[src/rtl/ecliptic_fp_misc.sv]
// ============================================================================
// ecliptic_fp_misc: binary32 sign injection, classify and compare/min/max.
// Revision: 1.0
// ============================================================================
`default_nettype none

module ecliptic_fp_misc (
  input  logic        clk,
  input  logic        nrst,
  input  logic        req,
  input  logic [1:0]  unit,
  input  logic [2:0]  op,
  input  logic [31:0] src1,
  input  logic [31:0] src2,
  output logic        ack,
  output logic [31:0] res,
  output logic        invalid
);

  localparam logic [1:0]  UNIT_SGNJ  = 2'b00;
  localparam logic [1:0]  UNIT_CLASS = 2'b01;
  localparam logic [1:0]  UNIT_CMP   = 2'b10;
  localparam logic [31:0] CANON_NAN  = 32'h7fc00000;

  logic        ack_q, ack_d;
  logic [31:0] res_q, res_d;
  logic        invalid_q, invalid_d;

  logic a_exp_ff, a_exp_0, a_frac_nz, a_nan, a_snan, a_zero;
  logic b_exp_ff, b_exp_0, b_frac_nz, b_nan, b_snan, b_zero;
  logic any_nan, any_snan, both_zero;
  logic lt, eq;
  logic [9:0]  cls;
  logic [31:0] result;
  logic        result_inv;

  always_comb begin
    a_exp_ff  = &src1[30:23];
    a_exp_0   = ~|src1[30:23];
    a_frac_nz = |src1[22:0];
    a_nan     = a_exp_ff & a_frac_nz;
    a_snan    = a_nan & ~src1[22];
    a_zero    = a_exp_0 & ~a_frac_nz;
    b_exp_ff  = &src2[30:23];
    b_exp_0   = ~|src2[30:23];
    b_frac_nz = |src2[22:0];
    b_nan     = b_exp_ff & b_frac_nz;
    b_snan    = b_nan & ~src2[22];
    b_zero    = b_exp_0 & ~b_frac_nz;
    any_nan   = a_nan | b_nan;
    any_snan  = a_snan | b_snan;
    both_zero = a_zero & b_zero;

    cls = {a_nan & src1[22],
           a_snan,
           ~src1[31] & a_exp_ff & ~a_frac_nz,
           ~src1[31] & ~a_exp_0 & ~a_exp_ff,
           ~src1[31] & a_exp_0 & a_frac_nz,
           ~src1[31] & a_zero,
           src1[31] & a_zero,
           src1[31] & a_exp_0 & a_frac_nz,
           src1[31] & ~a_exp_0 & ~a_exp_ff,
           src1[31] & a_exp_ff & ~a_frac_nz};

    // Sign-magnitude ordering: negative magnitudes compare inverted.
    eq = (src1 == src2) | both_zero;
    if (both_zero) begin
      lt = 1'b0;
    end else if (src1[31] != src2[31]) begin
      lt = src1[31];
    end else if (src1[31]) begin
      lt = src1[30:0] > src2[30:0];
    end else begin
      lt = src1[30:0] < src2[30:0];
    end

    result     = 32'd0;
    result_inv = 1'b0;
    case (unit)
      UNIT_SGNJ: begin
        case (op[1:0])
          2'b00:   result = {src2[31], src1[30:0]};
          2'b01:   result = {~src2[31], src1[30:0]};
          2'b10:   result = {src1[31] ^ src2[31], src1[30:0]};
          default: result = src1;
        endcase
      end
      UNIT_CLASS: result = {22'd0, cls};
      UNIT_CMP: begin
        case (op)
          3'b000: begin
            result     = {31'd0, ~any_nan & (lt | eq)};
            result_inv = any_nan;
          end
          3'b001: begin
            result     = {31'd0, ~any_nan & lt};
            result_inv = any_nan;
          end
          3'b010: begin
            result     = {31'd0, ~any_nan & eq};
            result_inv = any_snan;
          end
          3'b100, 3'b101: begin
            result_inv = any_snan;
            if (a_nan & b_nan) begin
              result = CANON_NAN;
            end else if (a_nan) begin
              result = src2;
            end else if (b_nan) begin
              result = src1;
            end else if (both_zero) begin
              result = op[0] ? {src1[31] & src2[31], 31'd0}
                             : {src1[31] | src2[31], 31'd0};
            end else begin
              result = (lt ^ op[0]) ? src1 : src2;
            end
          end
          default: begin
            result     = 32'd0;
            result_inv = 1'b0;
          end
        endcase
      end
      default: begin
        result     = 32'd0;
        result_inv = 1'b0;
      end
    endcase

    ack_d     = req;
    res_d     = req ? result : res_q;
    invalid_d = req ? result_inv : invalid_q;
  end

  always_ff @(posedge clk or negedge nrst) begin
    if (!nrst) begin
      ack_q     <= 1'b0;
      res_q     <= 32'd0;
      invalid_q <= 1'b0;
    end else begin
      ack_q     <= ack_d;
      res_q     <= res_d;
      invalid_q <= invalid_d;
    end
  end

  assign ack     = ack_q;
  assign res     = res_q;
  assign invalid = invalid_q;

endmodule

`default_nettype wire

[config.mk]
export PLATFORM = sky130hd
export DESIGN_NAME = ecliptic_fp_misc
export DESIGN_NICKNAME = d
export VERILOG_FILES = /design/src/rtl/ecliptic_fp_misc.sv
export SDC_FILE = /design/constraint.sdc
export NUM_CORES = 1
export LEC_CHECK = 0
export ABC_AREA = 1
export BUFFER_PORTS_ARGS = -buffer_cell sky130_fd_sc_hd__buf_2
export CAP_MARGIN = 15
export CORE_MARGIN = 8
export CORE_UTILIZATION = 45
export CTS_CLUSTER_SIZE = 25
export DETAILED_ROUTE_END_ITERATION = 8
export PLACE_DENSITY = 0.7
export SLEW_MARGIN = 20
export SYNTH_ARGS = -nofsm -noshare
export SYNTH_HDL_FRONTEND = slang
export SYNTH_SLANG_ARGS = --single-unit
[constraint.sdc]
create_clock -name clk -period 1.2 [get_ports clk]
set_clock_uncertainty 0.2 [all_clocks]
set_input_delay 0.36 -clock clk [delete_from_list [all_inputs] [get_ports clk]]
set_output_delay 0.36 -clock clk [all_outputs]
set_load 0.05 [all_outputs]
==> metrics <==
status finished, violations left; failing checks setup timing; FP Rows 35; FF+latch count, synth 34; clk buf depth 2; maximum VDD drop 589 uV; worst-path fanout max 12; number of nets produced by synthesis 781; gr usage total 30.5%; H-tree levels 2; FILL cells ~600; most common cell type on the critical path sky130_fd_sc_hd__nand2_1; drt wl/cell 18.9 microns; Core ar. a little over 9000 sq um; worst slew pin tran between 200 and 300 ps; unrepaired setup endpoints after global routing true; number of sinks on the clock net 34; HPWL reported at the end of detailed placement 14000 microns; leading cell types in the layout, fill and taps excluded sky130_fd_sc_hd__buf_4, sky130_fd_sc_hd__nand2_1, sky130_fd_sc_hd__buf_6; CTS tree yes; critical path, cell by cell buf_4 -> inv_4 -> ha_4 -> nand2_4 -> nor2_4 -> nand2_1 -> nor3b_2 -> nand2_2 -> nand2_1 -> nand2_1 -> nand2_2 -> nand3_4 -> nand2_8 -> nand2_8 -> buf_4 -> nand2_1 -> o211ai_1 -> nand3_1 -> nand2_1 -> a21oi_1; Period Utilization, post-route 218%; number of antenna violations at the first check in global routing 0; CTS clock-pin slew for the worst setup and hold paths 80 ps; routed vias 6024; input/output buffers 105; sequential-to-total area share from yosys stat ~21%; floorplan die width 112 microns; Starting Density a little under half; depth of the most critical reg-to-reg path 3; pin count of the biggest net entering global routing 35; number of instances on the worst hold path 2; proportion of netlist area held by the largest area contributor ~21%; maximum capacitance violations 0; minimum period implied by the final worst setup slack 2620 ps; Min-Delay Path Class in2reg; wire length of the first global-routing pass a little over 30000 microns; floorplan die height between 100 and 150 microns; static power due to leakage roughly 0.0038 uW; number of flops mapped to enable cells by yosys 0; final hold violation count 0; logic depth of the worst setup path including buffers 20; Diodes inserted 0; number of global-route vias before repair 6171; class of the most critical setup path in2reg; crit path buf inv count 3; clock latency at the later pin of the worst-skew pair roughly 290 ps; leading register cell type out of synthesis sky130_fd_sc_hd__dfrtp_1; power density normalized to cell area 722 nW/um^2; via/cell ratio 5.66; hold slack 209 ps; clock root buffer sky130_fd_sc_hd__clkbuf_8; Arrival @ worst endpoint 2620 ps; synthesized instance count 676; share of layout cells above drive strength 1 49.0%; final standard cell utilization of the core about 83%; Yosys warnings 0; Total Nets Final roughly 1.1k; Cell variety after synth 37; Inserted Clock Buffers 5; maximum operating frequency 382 MHz; residual overflow from global routing 0; top cells by area in the synthesized netlist sky130_fd_sc_hd__dfrtp_1, sky130_fd_sc_hd__nand2_1, sky130_fd_sc_hd__ha_1; slowest stage cell, crit path sky130_fd_sc_hd__ha_4; library cell with the largest summed area after synthesis sky130_fd_sc_hd__dfrtp_1; total wirelength of the detailed-routed design 20100 microns; async set-reset flop share out of synthesis 100%; required time at the endpoint of the critical path about 1200 ps; post-detailed-route DRC marker count 0; nature of the critical path endpoint register; crit-path max cell delay 270 ps; Critical Path Source Type primary input; Max-slew headroom 79.8%; post-route worst setup slack -1420 ps; Synth Area per Inst between 6 and 7 sq um; dominant delay contributor by cell family on the critical path simple AND/OR/NAND/NOR gates; Iteration-0 DRC Markers roughly 600; combined area of all synthesized cells between 4000 and 5000 sq um; number of pins exceeding their max-slew limit in the final report 0; detailed-routing iteration count for the pre-antenna-repair pass 5; Die Footprint between 10000 and 15000 sq um; most common library cell in the layout ignoring fill and taps sky130_fd_sc_hd__buf_4; number of ports placed on the die boundary 106; P&R area growth vs syn 83.5%; final setup violating endpoints 67; gpl congestion 0.951; Routed Antenna Nets 0
## power breakdown
part	internal (uW)	switching, uW	total (uW)
clock network	666	500	1170
logic	1300	1640	2950
registers	1240	86.2	1330
total	3220	2230	5440
## synth_stat cells (4+ instances only)
cell	instances
sky130_fd_sc_hd__ha_1	33
sky130_fd_sc_hd__nand4_1	17
sky130_fd_sc_hd__inv_1	89
sky130_fd_sc_hd__o21ai_1	8
sky130_fd_sc_hd__a32oi_1	4
sky130_fd_sc_hd__nand3_1	29
sky130_fd_sc_hd__o21bai_1	11
sky130_fd_sc_hd__o21ai_0	31
sky130_fd_sc_hd__dfrtp_1	34
sky130_fd_sc_hd__nor2_1	74
sky130_fd_sc_hd__nor3_1	6
sky130_fd_sc_hd__clkbuf_1	16
sky130_fd_sc_hd__buf_6	4
sky130_fd_sc_hd__o211ai_1	13
sky130_fd_sc_hd__nor4_1	9
sky130_fd_sc_hd__nand2_1	191
sky130_fd_sc_hd__a21oi_1	75
## through the flow
step | power (uW) | setup WS (ps) | std cells | setup TNS [ps] | area (sq um)
4_1_cts | 5170 | -1250 | 1047 | -46880 | 7140
6_report | 5440 | -1420 | 1064 | -51140 | 7540
5_1_grt | 5670 | -1500 | 1064 | -54770 | 7540
3_5_place_dp | 3650 | -1760 | 1018 | -55040 | 6270
2_1_floorplan | 2620 | -1130 | 676 | -35680 | 4530
3_3_place_gp | 3590 | -1740 | 1018 | -54150 | 6270
## registers in the layout, indices dropped and copies added (netlist names)
signal,cells
ack,1
invalid,1
res,32
## worst paths after layout
| check | end | start | slack, ps |
|---|---|---|---|
| max | res[17]$_DFFE_PN0P_ | src2[18] | -1420 |
| min reg2reg | res[2]$_DFFE_PN0P_ | res[2]$_DFFE_PN0P_ | 300 |
| max in group asynchronous | res[7]$_DFFE_PN0P_ | nrst | 220 |
| min in group asynchronous | res[24]$_DFFE_PN0P_ | nrst | 370 |
| max reg2reg | res[1]$_DFFE_PN0P_ | res[1]$_DFFE_PN0P_ | 140 |
| min | ack$_DFF_PN0_ | req | 210 |
## final cells by class
cell class / count / area (sq um) / share of cell area (%)
clock inverter: 1 / 30.0 / 0.398
clock buffer: 6 / 82.6 / 1.10
multi-input combinational: 525 / 3500 / 46.5
tap: 111 / 139 / 1.84
timing repair buffer: 294 / 2500 / 33.2
inverter: 93 / 425 / 5.64
sequential: 34 / 851 / 11.3
## logic make-up after synthesis
family / Yosys count / share of synthesized area (%)
adders and majority gates: 33 / 10.1
buffers and inverters: 119 / 11.9
DFF: 34 / 20.7
AOI/OAI and AO/OA: 151 / 20.7
and+or+nand+nor: 339 / 36.6
## what timing repair did
action,CTS,global route
pin swaps,43,44
buffers inserted,20,18
hold buffers,1,0
resized for setup,167,75
endpoints found under the setup margin,67,67
cloned,2,0
hold endpoints to repair,34,0
## layer usage
metal	GRT usage (%)	share of wire (%)
met1	36.4	39
met2	51.8	48
met3	6.22	9.2
met4	13.5	3.8
met5	0	0
(Power assumes the default switching activity.)
